## src/rtl/node_mac_sched.sv

```systemverilog
// Serial neuron evaluator: ReLU(sum(a_i * w_i) + bias) using one shared multiplier and adder.
// Define NODE_MAC_PIPE_EN to register the product between the multiplier and the adder.
module node_mac_sched #(
  parameter int unsigned N_IN = 30,
  parameter int unsigned W_AW = 5
) (
  input  logic            clk,
  input  logic            rst_n,
  input  logic            start,
  output logic            busy,
  input  logic            a_valid,
  output logic            a_ready,
  input  logic [31:0]     a_data,
  output logic [W_AW-1:0] w_addr,
  input  logic [31:0]     w_data,
  input  logic [31:0]     bias,
  output logic            n_valid,
  input  logic            n_ready,
  output logic [31:0]     n_data
);

  typedef enum logic [2:0] {
    StIdle,
    StAccum,
    StBias,
`ifdef NODE_MAC_PIPE_EN
    StDrain,
`endif
    StOut
  } state_e;

  // Single-precision multiply, round-to-nearest-even; denormals flush to zero.
  function automatic logic [31:0] fp_mul(input logic [31:0] a, input logic [31:0] b);
    logic        sgn;
    logic [47:0] prod;
    logic [24:0] man;
    logic        grd;
    logic        stk;
    int          exp;
    sgn = a[31] ^ b[31];
    if (a[30:23] == 8'hff || b[30:23] == 8'hff) return {sgn, 8'hff, 23'd0};
    if (a[30:23] == 8'h00 || b[30:23] == 8'h00) return {sgn, 31'd0};
    prod = {24'd0, 1'b1, a[22:0]} * {24'd0, 1'b1, b[22:0]};
    exp  = int'(a[30:23]) + int'(b[30:23]) - 127;
    if (prod[47]) begin
      man = {1'b0, prod[47:24]};
      grd = prod[23];
      stk = |prod[22:0];
      exp = exp + 1;
    end else begin
      man = {1'b0, prod[46:23]};
      grd = prod[22];
      stk = |prod[21:0];
    end
    if (grd && (stk || man[0])) man = man + 25'd1;
    if (man[24]) begin
      man = man >> 1;
      exp = exp + 1;
    end
    if (exp >= 255) return {sgn, 8'hff, 23'd0};
    if (exp <= 0) return {sgn, 31'd0};
    return {sgn, exp[7:0], man[22:0]};
  endfunction

  // Single-precision add with guard/round/sticky bits, round-to-nearest-even.
  function automatic logic [31:0] fp_add(input logic [31:0] a, input logic [31:0] b);
    logic [31:0] x;
    logic [31:0] y;
    logic [26:0] mx;
    logic [26:0] my;
    logic [26:0] mask;
    logic [27:0] sum;
    logic [24:0] man;
    logic        grd;
    logic        stk;
    int          exp;
    int          sh;
    grd = 1'b0;
    stk = 1'b0;
    if (a[30:23] == 8'hff) return a;
    if (b[30:23] == 8'hff) return b;
    if (a[30:23] == 8'h00 && b[30:23] == 8'h00) return {a[31] & b[31], 31'd0};
    if (a[30:23] == 8'h00) return b;
    if (b[30:23] == 8'h00) return a;
    if (a[30:0] >= b[30:0]) begin
      x = a;
      y = b;
    end else begin
      x = b;
      y = a;
    end
    exp = int'(x[30:23]);
    sh  = exp - int'(y[30:23]);
    mx  = {1'b1, x[22:0], 3'b000};
    my  = {1'b1, y[22:0], 3'b000};
    if (sh > 26) begin
      my = 27'd1;
    end else if (sh > 0) begin
      mask = (27'd1 << sh) - 27'd1;
      stk  = |(my & mask);
      my   = (my >> sh) | {26'd0, stk};
    end
    if (x[31] == y[31]) begin
      sum = {1'b0, mx} + {1'b0, my};
      if (sum[27]) begin
        sum = {1'b0, sum[27:2], sum[1] | sum[0]};
        exp = exp + 1;
      end
    end else begin
      sum = {1'b0, mx} - {1'b0, my};
      if (sum == 28'd0) return 32'd0;
      for (int i = 0; i < 26; i++) begin
        if (!sum[26]) begin
          sum = sum << 1;
          exp = exp - 1;
        end
      end
    end
    man = {1'b0, sum[26:3]};
    grd = sum[2];
    stk = |sum[1:0];
    if (grd && (stk || man[0])) man = man + 25'd1;
    if (man[24]) begin
      man = man >> 1;
      exp = exp + 1;
    end
    if (exp >= 255) return {x[31], 8'hff, 23'd0};
    if (exp <= 0) return {x[31], 31'd0};
    return {x[31], exp[7:0], man[22:0]};
  endfunction

  state_e          state_q, state_d;
  logic [31:0]     acc_q, acc_d;
  logic [W_AW-1:0] cnt_q, cnt_d;
  logic [31:0]     n_data_q, n_data_d;
  logic [31:0]     prod;
  logic [31:0]     add_b;
  logic [31:0]     add_res;
  logic            beat;
  logic            last_beat;
`ifdef NODE_MAC_PIPE_EN
  logic [31:0]     prod_q, prod_d;
  logic            prod_v_q, prod_v_d;
`endif

  assign beat      = (state_q == StAccum) && a_valid;
  assign last_beat = beat && (cnt_q == W_AW'(N_IN - 1));
  assign prod      = fp_mul(a_data, w_data);
  assign add_res   = fp_add(acc_q, add_b);

  assign busy    = (state_q != StIdle);
  assign a_ready = (state_q == StAccum);
  assign n_valid = (state_q == StOut);
  assign w_addr  = a_ready ? cnt_q : '0;
  assign n_data  = n_data_q;

  always_comb begin
    state_d  = state_q;
    acc_d    = acc_q;
    cnt_d    = cnt_q;
    n_data_d = n_data_q;
`ifdef NODE_MAC_PIPE_EN
    add_b    = prod_q;
    prod_d   = prod_q;
    prod_v_d = 1'b0;
`else
    add_b    = prod;
`endif
    unique case (state_q)
      StIdle: begin
        if (start) begin
          acc_d   = '0;
          cnt_d   = '0;
          state_d = StAccum;
        end
      end
      StAccum: begin
`ifdef NODE_MAC_PIPE_EN
        // Product of the previous beat is folded in while this beat multiplies.
        if (prod_v_q) acc_d = add_res;
        if (beat) begin
          prod_d   = prod;
          prod_v_d = 1'b1;
          cnt_d    = cnt_q + W_AW'(1);
        end
        if (last_beat) begin
          cnt_d   = '0;
          state_d = StDrain;
        end
`else
        if (beat) begin
          acc_d = add_res;
          cnt_d = cnt_q + W_AW'(1);
        end
        if (last_beat) begin
          cnt_d   = '0;
          state_d = StBias;
        end
`endif
      end
`ifdef NODE_MAC_PIPE_EN
      StDrain: begin
        if (prod_v_q) acc_d = add_res;
        state_d = StBias;
      end
`endif
      StBias: begin
        add_b    = bias;
        acc_d    = add_res;
        // ReLU: any set sign bit, including -0.0, yields +0.
        n_data_d = add_res[31] ? 32'd0 : add_res;
        state_d  = StOut;
      end
      StOut: begin
        if (n_ready) state_d = StIdle;
      end
      default: state_d = StIdle;
    endcase
  end

  always_ff @(posedge clk) begin
    if (!rst_n) begin
      state_q  <= StIdle;
      acc_q    <= '0;
      cnt_q    <= '0;
      n_data_q <= '0;
`ifdef NODE_MAC_PIPE_EN
      prod_q   <= '0;
      prod_v_q <= 1'b0;
`endif
    end else begin
      state_q  <= state_d;
      acc_q    <= acc_d;
      cnt_q    <= cnt_d;
      n_data_q <= n_data_d;
`ifdef NODE_MAC_PIPE_EN
      prod_q   <= prod_d;
      prod_v_q <= prod_v_d;
`endif
    end
  end

endmodule

```

## config.mk

```make
export PLATFORM = sky130hd
export DESIGN_NAME = node_mac_sched
export DESIGN_NICKNAME = d
export VERILOG_FILES = /design/src/rtl/node_mac_sched.sv
export SDC_FILE = /design/constraint.sdc
export NUM_CORES = 2
export LEC_CHECK = 0
export BUFFER_PORTS_ARGS = -buffer_cell sky130_fd_sc_hd__buf_2
export CORE_UTILIZATION = 35
export CTS_BUF_LIST = sky130_fd_sc_hd__clkbuf_8
export DETAILED_ROUTE_END_ITERATION = 10
export GPL_TIMING_DRIVEN = 0
export PLACE_DENSITY = 0.58
export SYNTH_ARGS = -nofsm -noshare
export SYNTH_HDL_FRONTEND = slang
export SYNTH_SLANG_ARGS = --single-unit
```

## constraint.sdc

```tcl
create_clock -name clk -period 41.6 [get_ports clk]
set_input_delay 2.08 -clock clk [delete_from_list [all_inputs] [get_ports clk]]
set_output_delay 2.08 -clock clk [all_outputs]
set_load 0.05 [all_outputs]
```

== Word-level counts from Yosys, hierarchy flattened ==
Cells that the tools add are included.
Storage, ports and cells
  word-level logic and storage cells: 667
  output and inout bits: 40
  flip-flop bits (word level): 72
  input port bits: 101
Cells by class
  multiply operators: 1
  equal/unequal tests: 14
  order comparisons: 7
  bitwise logic cells: 5
  reductions and logical operators: 25
  multiplexer cells: 570
  add/sub/neg operators: 39
  shift operators: 2
Operators by type and width (count)
  2-to-1 mux 32 bit: 267
  2-to-1 mux 27 bit: 216
  subtractor 32 x 2 -> 32 bit, second input constant: 25
  2-to-1 mux 25 bit: 12
  case mux 32 bit (3 select lines): 1
  adder 32 x 2 -> 32 bit, second input constant: 2
  >= comparator 32 x 9 -> 1 bit, second input constant: 2
  <= comparator 32 x 1 -> 1 bit, second input constant: 2
  2-to-1 mux 1 bit: 60
  multiplier 24 x 24 -> 48 bit: 1
  2-to-1 mux 23 bit: 2
  equality test 8 bit, second input constant: 4
  logical NOT 8 bit: 4
  << shifter 1 x 32 -> 27 bit, first input constant: 1
  right shift 27 x 32 -> 27 bit: 1
  >= comparator 31 bit: 1
  2-to-1 mux 31 bit: 1
  adder 27 x 27 -> 28 bit: 1
  logical NOT 28 bit: 1
  subtractor 27 x 27 -> 28 bit: 1
  bitwise AND 27 bit: 1
  OR 27 x 1 -> 27 bit: 1
  OR reduction 27 bit: 1
  subtractor 27 x 1 -> 27 bit, second input constant: 1
  36 further kinds: 54

== Longest topological paths before layout ==
  depth in word-level cells: 330
  gate-level depth with buffers: 201
  depth with buffers taken out: 179

== Worst setup path after synthesis ==
No wires, ideal clock.
  path type: input -> register
  from: input port w_data[12]
  to: register n_data_q[5], in the netlist n_data[5]
  path buffers: 21
  cell stages on the path: 195
  required time: 41.540 ns
  slack: 0.171 ns
  setup time: 0.060 ns
  arrival: 41.369 ns
  cell sequence: clkbuf_1 inv_1 nor2_1 fa_1 inv_1 fa_1 inv_1 fa_1 inv_1 fa_1 inv_1 fa_1 fa_1 inv_1 fa_1 inv_1 ha_1 buf_2 [159 not listed] nor2_1 nand2_1 or3_1 nor4_1 o2111ai_1 or4_1 o211a_2 nor3_1 xor2_1 and2_1 nand3_1 or3_1 a21o_1 a21oi_2 or3b_1 o21ai_1 a222oi_1 inv_1
On the way
  word-level cells in the longest chain between the ends: 303
  elaborated cells between the ends (all ways): 609
  those cells by class: 35 x add/sub; 1 x mul; 7 x order compare; 2 x eq/ne; 2 x shift; 547 x mux; 4 x bitwise; 11 x reduce/logical
Ends and longest elaborated chain
  start, declared: line 15  | input logic [31:0] w_data,
  multiplier 24 x 24 -> 48 bit *: line 43  | prod = {24'd0, 1'b1, a[22:0]} * {24'd0, 1'b1, b[22:0]};
  parallel branches: the longest is 18 deep, another holds <= comparator 32 x 1 -> 1 bit
  2-to-1 mux 32 bit *: line 61  | if (exp <= 0) return {sgn, 31'd0};
  2-to-1 mux 32 bit *: line 43
  2-to-1 mux 32 bit *: line 42  | if (a[30:23] == 8'h00 || b[30:23] == 8'h00) return {sgn, 31'd0};
  2-to-1 mux 32 bit *: line 169  | unique case (state_q)
  >= comparator 31 bit: line 85  | if (a[30:0] >= b[30:0]) begin
  2-to-1 mux 32 bit (2 in series): line 85
  [269 not listed]
  2-to-1 mux 32 bit: line 128  | if (exp <= 0) return {x[31], 31'd0};
  2-to-1 mux 32 bit: line 119  | man = {1'b0, sum[26:3]};
  2-to-1 mux 32 bit: line 85
  2-to-1 mux 32 bit: line 84  | if (b[30:23] == 8'h00) return a;
  2-to-1 mux 32 bit: line 83  | if (a[30:23] == 8'h00) return b;
  2-to-1 mux 32 bit *: line 82  | if (a[30:23] == 8'h00 && b[30:23] == 8'h00) return {a[31] & b[31], 31'd0};
  2-to-1 mux 32 bit *: line 81  | if (b[30:23] == 8'hff) return b;
  2-to-1 mux 31 bit *: line 211  | n_data_d = add_res[31] ? 32'd0 : add_res;
  end signal, assigned: line 235  | n_data_q <= n_data_d;
  end, declared: line 135  | logic [31:0] n_data_q, n_data_d;
Every way passes the cells marked *. The select of a mux whose other input is x is not followed.
A chain may end at the register's enable or synchronous reset.

== Worst setup path in the final report ==
  from: input port w_data[22]
  to: register n_data_q[21], in the netlist n_data[21]
On the way
  word-level cells in the longest chain between the ends: 303
  elaborated cells between the ends (all ways): 608
  those cells by class: 35 x add/sub; 1 x mul; 7 x order compare; 2 x eq/ne; 2 x shift; 547 x mux; 4 x bitwise; 10 x reduce/logical
Ends and longest elaborated chain (line)
  multiplier 24 x 24 -> 48 bit *: 43
  parallel branches: the longest is 18 deep, another holds <= comparator 32 x 1 -> 1 bit
  2-to-1 mux 32 bit *: 61
  2-to-1 mux 32 bit *: 43
  2-to-1 mux 32 bit *: 42
  2-to-1 mux 32 bit *: 169
  >= comparator 31 bit: 85
  2-to-1 mux 32 bit (2 in series): 85
  [269 not listed]
  2-to-1 mux 32 bit: 128
  2-to-1 mux 32 bit: 119
  2-to-1 mux 32 bit: 85
  2-to-1 mux 32 bit: 84
  2-to-1 mux 32 bit: 83
  2-to-1 mux 32 bit *: 82
  2-to-1 mux 32 bit *: 81
  2-to-1 mux 31 bit *: 211
Marks and branches as above.

==> impl_results.md <==
- Result of the run: finished with violations
- Failing checks: capacitance limit, slew limit
- First-pass GRT wire length: 411000 um
- Slew of the pin with the lowest slew margin: 1.57 ns
- Vias: 70000
- Area Overhead vs Synth: 12.4%
- Max Fclk: 24.8 MHz
- WL final: 275000 um
- Async S/R FF share, synth: 0
- Hold-fix buffers, CTS: 0
- Row cnt: 153
- Worst R2R Start: state_q[0]
- Worst path most repeated cell: ha_1
- Routed len/inst: 24.2 um
- Unique masters post-synth: 147
- CTS max path bufs: 2
- Top Ports: 141
- Initial DRC Count: 7947
- Syn Area/Cell: 7.02 um^2
- Critical Path RT: 41.91 ns
- Final Slew Violations: 9
- Initial Utilization: 0.354
- Mapped Nets: 9688
- Cell Area, Placed: 65300 um^2
- Clock net sink count: 70
- Post-synth EDFFs: 0
- Core Util, Final: 0.397
- CTS tree: built
- Top cells by count, synth: nand2_1 (1047), nor2_1 (762), inv_1 (757)
- Post-DP HPWL: 229000 um
- Vias per cell: 6.15
- Total CTS buffers: 9
- Most numerous cell in the Yosys netlist: nand2_1
- Share of the synthesized area in the top cell type: 0.157
- Yosys top cell by area: fa_1
- Initial antenna violation count: 11
- Top_reg_cell synth: dfxtp_1
- Bufs and invs on worst path: 34
- Pre-CTS setup slack: -13.46 ns
- Clock transition at path regs: 0.08 ns
- Overflow after GRT: 0
- Final count of hold timing violations: 0
- Synthesized cell area: 61700 um^2
- Core ar.: 174000 um^2
- Critical path's slowest cell: fa_2
- Top post-synthesis cells by area: fa_1 (16%), ha_1 (6.5%), nand2_1 (6.4%)
- DIE HEIGHT: 422 um
- Placer congestion estimate: 1.08
- Register bit total from synthesis: 70
- Root Buffer: clkbuf_8
- Crit path time final: 40.25 ns
- Min-Delay Path Class: flop to flop
- Share of layout cells above drive strength 1: 0.118
- # nets final: 9962
- Clock Latency Late Sink: 0.37 ns
- DRC viols: 0
- Type of origin of the critical path: input port
- Yosys warning count: 0
- Fin worst setup slack: 1.35 ns
- Global Route met3 Usage: 0.0635
- Die W: 422 um
- Relative slew slack: -0.0498
- Number of global-route vias before repair: 65500
- Design area: 69300 um^2
- Drt pass-1 iters: 6
- Post-route antenna net violation count: 0
- Crit path DAT: 40.56 ns
- Final setup viols: 0
- Crit. End Element: flop
- Largest net degree at the start of global routing: 20
- Post-Synthesis Cells: 8783
- Hold Crit Start: n_data[9]
- GRT met2 Usage: 0.446
- Critical Path Max Stage Delay: 0.62 ns
- Most used routing layer: met2
- Worst hold margin: 0.445 ns
- Seq/Total Area, Yosys: 0.0227
- Final Skew: 0.00565 ns
- Crit Path Category: input port to flop
- Max-capacitance violation count: 3
- Top Family by Delay on Critical Path: adder cells
- Crit path launch: w_data[22]
- Total track usage: 0.294
- Met1 Track Usage GR: 0.404
- Count of input and output buffers: 135
- Crit path max fanout: 11
- Fin crit share: 0.967
- Die area: 178000 um^2
- H-tree levels: 3
-- sequential cells by signal, indices dropped and copies added, names as in the netlist --
name	cells
n_data	31
acc_q	32
cnt_q	5
state_q	2
-- layout by cell type, fill, tap and decap left out, types with 44 or more instances in the layout --
master	n
nand3_1	315
buf_4	187
dfxtp_1	70
nor4_1	93
nand2_1	1043
nand2b_1	75
a21oi_1	461
and2_1	352
nor2_1	739
nor3_1	253
nand4_1	167
o22ai_1	52
or3_1	110
a211o_1	44
clkbuf_1	158
and4_1	47
inv_1	744
and3_1	134
or2_2	49
a211oi_1	107
xnor2_1	367
o21a_1	71
fa_1	474
o211ai_1	109
a21o_1	95
a31oi_1	88
buf_2	177
mux2_2	45
mux2i_1	126
o21ai_0	337
xor2_1	138
ha_1	300
o31ai_1	47
o21ai_1	100
-- per-stage QoR --
step,setup TNS [ns],instances
floorplan,0,8783
global placement,-850.03,11200
detailed placement,-809.27,11200
CTS,0,11300
global route,-6.53,11400
finish,0,11400
-- repair_timing --
item,4_1_cts,5_1_grt
resized for setup,455,340
pin swaps,38,84
setup buffers,55,89
endpoints found under the setup margin,62,62
-- worst register-to-register path: cells and delay by family, from the launching register on --
family | cells | cell delay (ns)
compound gates | 41 | 6.78
xor+xnor | 1 | 0.43
fa+ha+maj | 29 | 8.76
buf+inv | 27 | 5.75
flops | 1 | 0.34
mux | 14 | 3.68
simple gates | 41 | 5.82
-- layout make-up --
class	instances	area (um^2)
Buffer	375	2330
Fill cell	18400	105000
Inverter	767	2920
Antenna cell	3	7.51
Clock buffer	9	124
Timing Repair Buffer	287	1910
Clock inverter	7	72.6
Tap cell	2325	2910
Sequential cell	70	1400
Multi-Input combinational cell	7547	57600
-- final timing paths --
check	slack, ns	depth (start not counted)	to
setup / recovery	1.35	185	n_data[21]
hold / removal	0.44	2	n_data[9]
setup reg to reg	10.07	153	n_data[21]
hold reg to reg	0.44	2	n_data[9]
-- layer usage --
| metal | vias to the layer above | share of wire |
|---|---|---|
| li1 | 31900 | - |
| met1 | 33900 | 0.43 |
| met2 | 3542 | 0.42 |
| met3 | 632 | 0.10 |
| met4 | 6 | 0.047 |
| met5 | - | 0.00013 |
-- kinds of logic after synthesis --
| group | after synthesis | synth area share |
|---|---|---|
| xor+xnor | 588 | 0.0922 |
| mux | 189 | 0.0332 |
| fa+ha+maj | 806 | 0.222 |
| other cells | 1 | 0.0000608 |
| flops | 70 | 0.0227 |
| compound gates | 2209 | 0.248 |
| buf+inv | 1166 | 0.0737 |
| simple gates | 3754 | 0.308 |
Power is not shown: default switching activity piles up to over one toggle a cycle in this logic, so the estimate is an artifact.
